`src/rtl/light_ramp_ctrl.sv`:
```
// light_ramp_ctrl: configurable triangle brightness ramp with PWM drive; LRC_HOLD_EN adds dwell at peak and zero.
module light_ramp_ctrl #(
    parameter int M          = 10,
    parameter int N          = 10,
    parameter int CYCLES     = 1,
    parameter int HOLD_STEPS = 4
) (
    input  logic        clk,
    input  logic        rst,
    input  logic        start,
    input  logic        stop,
    input  logic        cfg_we,
    input  logic [31:0] cfg_period,
    input  logic [31:0] cfg_peak,
    input  logic [7:0]  cfg_cycles,
    output logic [31:0] level,
    output logic        pwm_out,
    output logic        dir,
    output logic        busy,
    output logic        done
);
`ifdef LRC_HOLD_EN
    typedef enum logic [2:0] {IDLE, RISE, FALL, DONE, HOLD_HI, HOLD_LO} state_t;
    localparam bit HOLD = HOLD_STEPS != 0;
    logic [31:0] hold_cnt, hold_n;
`else
    typedef enum logic [1:0] {IDLE, RISE, FALL, DONE} state_t;
`endif
    state_t state, state_n;
    logic [31:0] period, period_n, peak, peak_n, tick, tick_n, pwm_cnt, pwm_n, level_n;
    logic [7:0]  cycles, cycles_n, breaths, breaths_n;
    logic        step, last_breath;
    always_comb begin
        state_n     = state;
        period_n    = period;
        peak_n      = peak;
        cycles_n    = cycles;
        tick_n      = 32'd0;
        level_n     = level;
        breaths_n   = breaths;
        step        = tick == period;
        last_breath = cycles != 8'd0 && breaths + 8'd1 == cycles;
`ifdef LRC_HOLD_EN
        hold_n      = 32'd0;
`endif
        if (state == IDLE) begin
            if (cfg_we) begin
                period_n = cfg_period;
                peak_n   = cfg_peak;
                cycles_n = cfg_cycles;
            end
            if (start) begin
                level_n   = 32'd0;
                breaths_n = 8'd0;
                state_n   = (cfg_we ? cfg_peak : peak) == 32'd0 ? DONE : RISE;
            end
        end else if (stop) begin
            state_n   = IDLE;
            level_n   = 32'd0;
            breaths_n = 8'd0;
        end else begin
            tick_n = step ? 32'd0 : tick + 32'd1;
            case (state)
                RISE: if (step) begin
                    level_n = level + 32'd1;
`ifdef LRC_HOLD_EN
                    if (level_n == peak) state_n = HOLD ? HOLD_HI : FALL;
`else
                    if (level_n == peak) state_n = FALL;
`endif
                end
                FALL: if (step) begin
                    level_n = level - 32'd1;
                    if (level_n == 32'd0) begin
                        breaths_n = cycles != 8'd0 ? breaths + 8'd1 : breaths;
`ifdef LRC_HOLD_EN
                        state_n = last_breath ? DONE : HOLD ? HOLD_LO : RISE;
`else
                        state_n = last_breath ? DONE : RISE;
`endif
                    end
                end
`ifdef LRC_HOLD_EN
                HOLD_HI, HOLD_LO: begin
                    hold_n = step ? hold_cnt + 32'd1 : hold_cnt;
                    if (hold_n == 32'(HOLD_STEPS)) begin
                        hold_n  = 32'd0;
                        state_n = state == HOLD_HI ? FALL : RISE;
                    end
                end
`endif
                DONE: begin
                    state_n   = IDLE;
                    tick_n    = 32'd0;
                    level_n   = 32'd0;
                    breaths_n = 8'd0;
                end
                default: state_n = IDLE;
            endcase
        end
        // PWM counter restarts from 0 on the first busy cycle and wraps at peak
        pwm_n = busy && state_n != IDLE && pwm_cnt + 32'd1 < peak ? pwm_cnt + 32'd1 : 32'd0;
    end
    always_ff @(posedge clk) begin
        if (rst) begin
            state   <= IDLE;
            period  <= 32'(M);
            peak    <= 32'(N);
            cycles  <= 8'(CYCLES);
            tick    <= 32'd0;
            pwm_cnt <= 32'd0;
            breaths <= 8'd0;
            level   <= 32'd0;
            pwm_out <= 1'b0;
            dir     <= 1'b0;
            busy    <= 1'b0;
            done    <= 1'b0;
`ifdef LRC_HOLD_EN
            hold_cnt <= 32'd0;
`endif
        end else begin
            state   <= state_n;
            period  <= period_n;
            peak    <= peak_n;
            cycles  <= cycles_n;
            tick    <= tick_n;
            pwm_cnt <= pwm_n;
            breaths <= breaths_n;
            level   <= level_n;
            pwm_out <= state_n != IDLE && pwm_n < level_n;
            busy    <= state_n != IDLE;
            done    <= state_n == DONE;
`ifdef LRC_HOLD_EN
            dir      <= state_n == RISE || state_n == HOLD_HI;
            hold_cnt <= hold_n;
`else
            dir      <= state_n == RISE;
`endif
        end
    end
endmodule
```
`config.mk`:
```
export PLATFORM = sky130hd
export DESIGN_NAME = light_ramp_ctrl
export DESIGN_NICKNAME = d
export VERILOG_FILES = /design/src/rtl/light_ramp_ctrl.sv
export SDC_FILE = /design/constraint.sdc
export NUM_CORES = 1
export LEC_CHECK = 0
export BUFFER_PORTS_ARGS = -buffer_cell sky130_fd_sc_hd__buf_2
export CORE_UTILIZATION = 25
export DETAILED_ROUTE_END_ITERATION = 6
export SYNTH_ARGS = -nofsm -noshare
export SYNTH_HDL_FRONTEND = slang
export SYNTH_SLANG_ARGS = --single-unit
```
`constraint.sdc`:
```
create_clock -name clk -period 5.25 [get_ports clk]
set_input_delay 0.525 -clock clk [delete_from_list [all_inputs] [get_ports clk]]
set_output_delay 0.525 -clock clk [all_outputs]
set_load 0.005 [all_outputs]
```
==> results of run 1 <==
area by class of cell:
| class | count | area (um^2) | area share [%] |
|---|---|---|---|
| sequential | 182 | 3650 | 22.9 |
| tap | 680 | 851 | 5.34 |
| antenna | 1 | 2.50 | 0.0157 |
| clock inverter | 14 | 143 | 0.896 |
| timing repair buffer | 292 | 1940 | 12.2 |
| multi-input combinational | 1367 | 8730 | 54.8 |
| clock buffer | 18 | 429 | 2.69 |
| inverter | 50 | 188 | 1.18 |
logic make-up (layout without fill, tap and decap cells):
| logic type | after synthesis | in the layout |
|---|---|---|
| other | 0 | 1 |
| adders and majority gates | 73 | 73 |
| muxes | 2 | 2 |
| AOI/OAI and AO/OA | 410 | 410 |
| xor gates and xnor gates | 154 | 154 |
| and+or+nand+nor | 728 | 728 |
| DFF | 182 | 182 |
| buffers and inverters | 178 | 374 |
Yosys cell counts (all sizes together), types with 37 or more instances:
cell,instances,area [um^2]
xor2,53,464
nor3,40,210
a211oi,37,283
clkbuf,94,353
ha,73,913
dfxtp,182,3640
nor2,127,477
nand3,67,335
a21oi,181,1010
inv,50,188
nand4,54,338
o21ai,62,314
nand2,277,1040
nor4,38,265
xnor2,100,876
flip-flops by register name, indices dropped and copies added, names as in the netlist:
register,cells
state,2
pwm_out,1
breaths,8
level,32
busy,1
done,1
tick,32
pwm_cnt,32
peak,32
period,32
dir,1
cycles,8
power by group through the flow:
stage	combinational [uW]	sequential, uW	clock [uW]
floorplan	241	1480	0
global placement	383	1500	0
detailed placement	386	1500	0
CTS	389	1460	1340
global route	438	1470	1390
finish	402	1470	1310
routing by layer:
| metal | global-route usage, % | up-vias | wire length, um |
|---|---|---|---|
| met4 | 6.90 | 2 | 1640 |
| met3 | 3.46 | 103 | 4800 |
| li1 | - | 6543 | - |
| met5 | 0 | - | 10 |
| met1 | 26.7 | 6737 | 22800 |
| met2 | 30.7 | 713 | 23300 |
worst max path at each step:
stage	from	to	slack (ns)
after global placement	pwm_cnt[8]	pwm_out	0.04
after CTS	pwm_cnt[8]	pwm_out	0.004
after detailed placement	level[1]	pwm_out	-0.08
after global routing	pwm_cnt[3]	pwm_out	-0.12
final	level[0]	pwm_out	0.14
after floorplan	level[0]	pwm_out	0.25
worst register-to-register path, cell delays in order (launching register included):
cell and delay, ns:
dfxtp_2 0.36, buf_4 0.16, buf_4 0.14, nor4_1 0.31
buf_4 0.20, nand3_1 0.15, nor3_2 0.27, buf_4 0.15
or3_1 0.15, a2111oi_4 0.09, buf_4 0.17, nand4_1 0.17
or3b_1 0.43, o21ai_4 0.31, buf_4 0.31, a21oi_2 0.10
ha_1 0.31, nand4_1 0.11, nor2_2 0.13, buf_4 0.13
nand3_1 0.15, nor3_2 0.17, o21ai_0 0.13, nor2_1 0.15
nor3_2 0.07, o31ai_1 0.08, a21oi_1 0.06
repair_timing:
action,CTS,global route
endpoints found under the setup margin,1,1
gates resized for setup,6,42
buffers inserted,0,17
pin swaps,0,14
hold buffers,0,0
per-stage QoR:
step                utilization [%]  total power, uW  setup WS, ns  setup TNS, ns
CTS                            30.5             3190       0.00422              0
floorplan                         -             1720         0.253              0
global route                   31.1             3300        -0.121         -0.121
global placement               29.4             1880        0.0358              0
finish                         31.1             3180         0.136              0
detailed placement             29.4             1880       -0.0775        -0.0775
==> results.yml, run 1 <==
outcome:
  status: "finished clean"
timing:
  setup_viol: 0
  fin_hold_ws_ns: 0.290
  relSlewSlack_pct: 33.9
  skew_ns: 0.0140
  fin_crit_sh_pct: 97.4
  slew_viol_final: 0
  max_freq_mhz: 196
  tightest_slew_ns: 0.990
  hold_viol_final: 0
  post-route-min-period_ns: 5.11
critical_path:
  cp_num_cells: 26
  cp_common_cell: "buf_4"
  max_stage_delay_ns: 0.43
  reg2reg_slack_ns: 0.14
  reg2reg_depth: 26
  rr_startpoint: "level[0]"
  crit_path_end_kind: "flop"
  critical-path-slowest-cell: "or3b_1"
  reg2reg_to: "pwm_out"
  crit_required_ns: 5.59
  worst_path_dominant_cell_family: "simple AND/OR/NAND/NOR gates"
  path_class: "reg2reg"
  crit_fanout: 13
  arrival_ns: 5.45
  path_buf_inv: 7
  startpoint_type: "flop"
synth:
  yosys.area_share.simple_pct: 27.5
  synthAdderAreaFrac_pct: 7.06
  muxShareOfSynthArea_pct: 0.155
  synth_xor_xnor_area_share_pct: 10.5
  synth-seq-cells: 182
  synth_top_flop_cell: "dfxtp_1"
  synth_compound_area_share_pct: 20.8
  netlist_area_um2: 12900
  synth_edf_count: 0
  ys_types: 82
  async_flop_share_pct: 0
  syn_avg_cell_area_um2: 7.49
  ys_warn_count: 0
  synthesis.nets: 1877
  yosysSeqAreaShare_pct: 28.2
  synth_top_family_by_area: "simple AND/OR/NAND/NOR gates"
  syn_inst: 1727
floorplanning:
  dieArea_um2: 52700
  rows: 83
  start_util_pct: 25.3
  fp.dieH_um: 230
  io_pins: 113
  core_um2: 51200
  die-width_um: 230
pwr:
  p_seq_share_pct: 46.1
  p_clk_share_pct: 41.2
  p_comb_share_pct: 12.6
  vdd_drop_max_uv: 214
  power_switching_share_pct: 29.7
  p_per_area_nw_per_um2: 200
  total_leakage_power_uw: 0.00613
  power.switching_uw: 945
  p_int_uw: 2230
route:
  first_pass_iters: 5
  postRouteAntennaNets: 0
  wirelength_mm: 52.5
  num_vias: 14100
  vias_per_cell: 5.41
  drt_iter0_drc: 1526
  routedWlPerCell_um: 20.2
  drc: 0
place:
  placed_cells: 2554
  gp_congestion: 0.999
  place_area_um2: 15100
  io_buffer_count: 112
  place_hpwl_mm: 40.4
cts:
  clock_path_buffers: 2
  tritoncts: "done"
  numCtsBuffers: 17
  cts_root_buf: "clkbuf_16"
  clkLatencyLatePin_ns: 0.46
  path_clk_slew_ns: 0.07
  htreeDepth: 4
  clock_sinks: 182
global_route:
  grt_pass1_vias: 13600
  grt_max_degree: 80
  grt_pass1_wl_mm: 80.1
  globalRouteOverflowTotal: 0
  grt_use_total_pct: 19.6
  antenna_found_initial: 2
final_layout:
  final_cell_mix: "274 x nand2_1, 177 x dfxtp_1, 176 x buf_4, 153 x a21oi_1, 123 x nor2_1"
  nFillCells: 5433
  layout.cells.non_filler: 2604
  syn2layout_area_growth_pct: 23.1
  final_common_cell: "nand2_1"
  stdcell_area_um2: 15900
  fin_nets: 2060
  drive_gt1_share_pct: 21.8
min_path:
  holdPathEnd: "period[1]"
  min_path_type: "in2reg"
  hp-start: "cfg_period[1]"
  holdPathStages: 3
run:
  cap_violations: 0
No activity file was read; power rests on OpenSTA's default activity.
==> inputs of run 2 (changes only) <==
==> constraint.sdc (replaced) <==
create_clock -name clk -period 4.4 [get_ports clk]
set_input_delay 0.44 -clock clk [delete_from_list [all_inputs] [get_ports clk]]
set_output_delay 0.44 -clock clk [all_outputs]
set_load 0.005 [all_outputs]
==> run 2 against run 1 <==
  * The flow now finishes with violations (setup timing)
  * Via count up 5.0%
  * Clock-buffer cell count increased by 1
  * Routed wire length grew 4.5%
  * Sequential cell count unchanged
  * Critical endpoint unchanged
==> results.yml, run 2 (synthesized netlist as in run 1, its figures left out) <==
pwr:
  p_per_area_nw_per_um2: 220
  power_switching_share_pct: 28.4
  power.switching_uw: 1120
  vdd_drop_max_uv: 272
  total_leakage_power_uw: 0.00740
  p_int_uw: 2830
  p_clk_share_pct: 42.0
  p_seq_share_pct: 44.1
  p_comb_share_pct: 13.9
cts:
  clock_sinks: 182
  htreeDepth: 4
  numCtsBuffers: 17
  clock_path_buffers: 2
  cts_root_buf: "clkbuf_16"
  tritoncts: "done"
  hold_buffers: 0
  clkLatencyLatePin_ns: 0.46
  path_clk_slew_ns: 0.08
timing:
  skew_ns: 0.0145
  relSlewSlack_pct: 29.3
  hold_viol_final: 0
  fin_ws_ns: -0.660
  fin_crit_sh_pct: 115
  max_freq_mhz: 198
  rsz0062_at_grt: "true"
  fin_hold_ws_ns: 0.203
  slew_viol_final: 0
  post-route-min-period_ns: 5.06
  setup_viol: 1
  tightest_slew_ns: 1.06
final_layout:
  final_cell_mix: "401 x buf_4, 275 x nand2_1, 173 x dfxtp_1, 152 x a21oi_1, 123 x nor2_1"
  fin_nets: 2298
  final_common_cell: "buf_4"
  layout.cells.non_filler: 2841
  nFillCells: 5370
  drive_gt1_share_pct: 30.6
  syn2layout_area_growth_pct: 38.7
global_route:
  grt_max_degree: 78
  grt_pass1_vias: 14400
  antenna_found_initial: 6
  grt_pass1_wl_mm: 83.2
  globalRouteOverflowTotal: 0
  grt_use_total_pct: 20.4
route:
  highest_layer: "met5"
  num_vias: 14800
  wl_met3_mm: 4.52
  vias_per_cell: 5.21
  met2_length_mm: 24.4
  wirelength_mm: 54.9
  drc: 0
  routedWlPerCell_um: 19.3
  drt_iter0_drc: 1367
  first_pass_iters: 6
  wl_met1_mm: 24.0
  postRouteAntennaNets: 0
min_path:
  min_path_type: "in2reg"
place:
  place_hpwl_mm: 42.3
  io_buffer_count: 112
  placed_cells: 2785
  post-place-ws_ns: -0.890
  gp_congestion: 1.04
outcome:
  status: "complete, but fails checks"
  violations: "setup timing"
floorplanning:
  dieArea_um2: 52700
  die-width_um: 230
  start_util_pct: 25.3
  rows: 83
  fp.dieH_um: 230
  core_um2: 51200
  io_pins: 113
run:
  cap_violations: 0
critical_path:
  startpoint_type: "flop"
  crit_path_end_kind: "flop"
  crit_required_ns: 4.79
  path_class: "reg2reg"
  crit_fanout: 8
  arrival_ns: 5.45
## run 2: final cells by class
cell class / instances / area, um^2 / share of cell area, %
flip-flops and latches: 182 / 3660 / 20.4
diodes: 1 / 2.50 / 0.0139
clock buffers: 19 / 443 / 2.47
clock inverters: 12 / 165 / 0.920
inverters: 50 / 188 / 1.05
repair buffers: 530 / 3850 / 21.4
multi-input cells: 1367 / 8800 / 49.0
well taps: 680 / 851 / 4.74
## run 2: what timing repair did
action                     4_1_cts  5_1_grt
setup buffers                   20        3
gates resized for setup         52       13
setup endpoints to repair        1        1
pin swaps                       26        4
gates cloned                     1        0
## run 2: power by group through the flow
stage | Sequential (uW) | Combinational (uW) | Clock, uW
2_1_floorplan | 1760 | 294 | 0
3_3_place_gp | 1780 | 493 | 0
3_5_place_dp | 1780 | 502 | 0
4_1_cts | 1740 | 538 | 1670
5_1_grt | 1750 | 594 | 1730
6_report | 1740 | 549 | 1660
## run 2: stage by stage
stage               power [uW]  cell area [um^2]  utilization, %  TNS [ns]
floorplan                 2060             13000               -    -0.207
global placement          2270             16900            33.0    -0.787
detailed placement        2280             16900            33.0    -0.890
CTS                       3950             17900            34.9    -0.534
global route              4070             18000            35.1    -0.868
finish                    3950             18000            35.1    -0.660
## run 2: critical path, stage by stage, from the launching register on
cell      delay (ns)
dfxtp_1         0.37
nand4_1         0.24
buf_4           0.23
nor4_4          0.25
nand3_1         0.16
a22o_1          0.23
or4_4           0.50
or4_4           0.52
buf_4           0.16
nor4_4          0.22
o21ai_4         0.11
buf_12          0.15
buf_4           0.13
buf_4           0.13
a21oi_2         0.12
ha_1            0.25
or3_1           0.33
o2111a_1        0.13
o211ai_1        0.16
a21oi_1         0.11
nor3_1          0.23
o31ai_1         0.11
a21oi_1         0.13
## run 2: metal layers
layer,vias up,GRT usage (%)
li1,6999,-
met1,7046,26.8
met2,645,32.6
met3,110,4.27
met4,6,7.71
met5,-,0
## run 2: worst paths after layout
path	startpoint	to	slack [ns]	depth (start not counted)
max	level[4]	pwm_out	-0.66	22
min	cfg_period[3]	period[3]	0.20	3
max reg2reg	level[4]	pwm_out	-0.66	22
min reg2reg	period[27]	period[27]	0.47	2
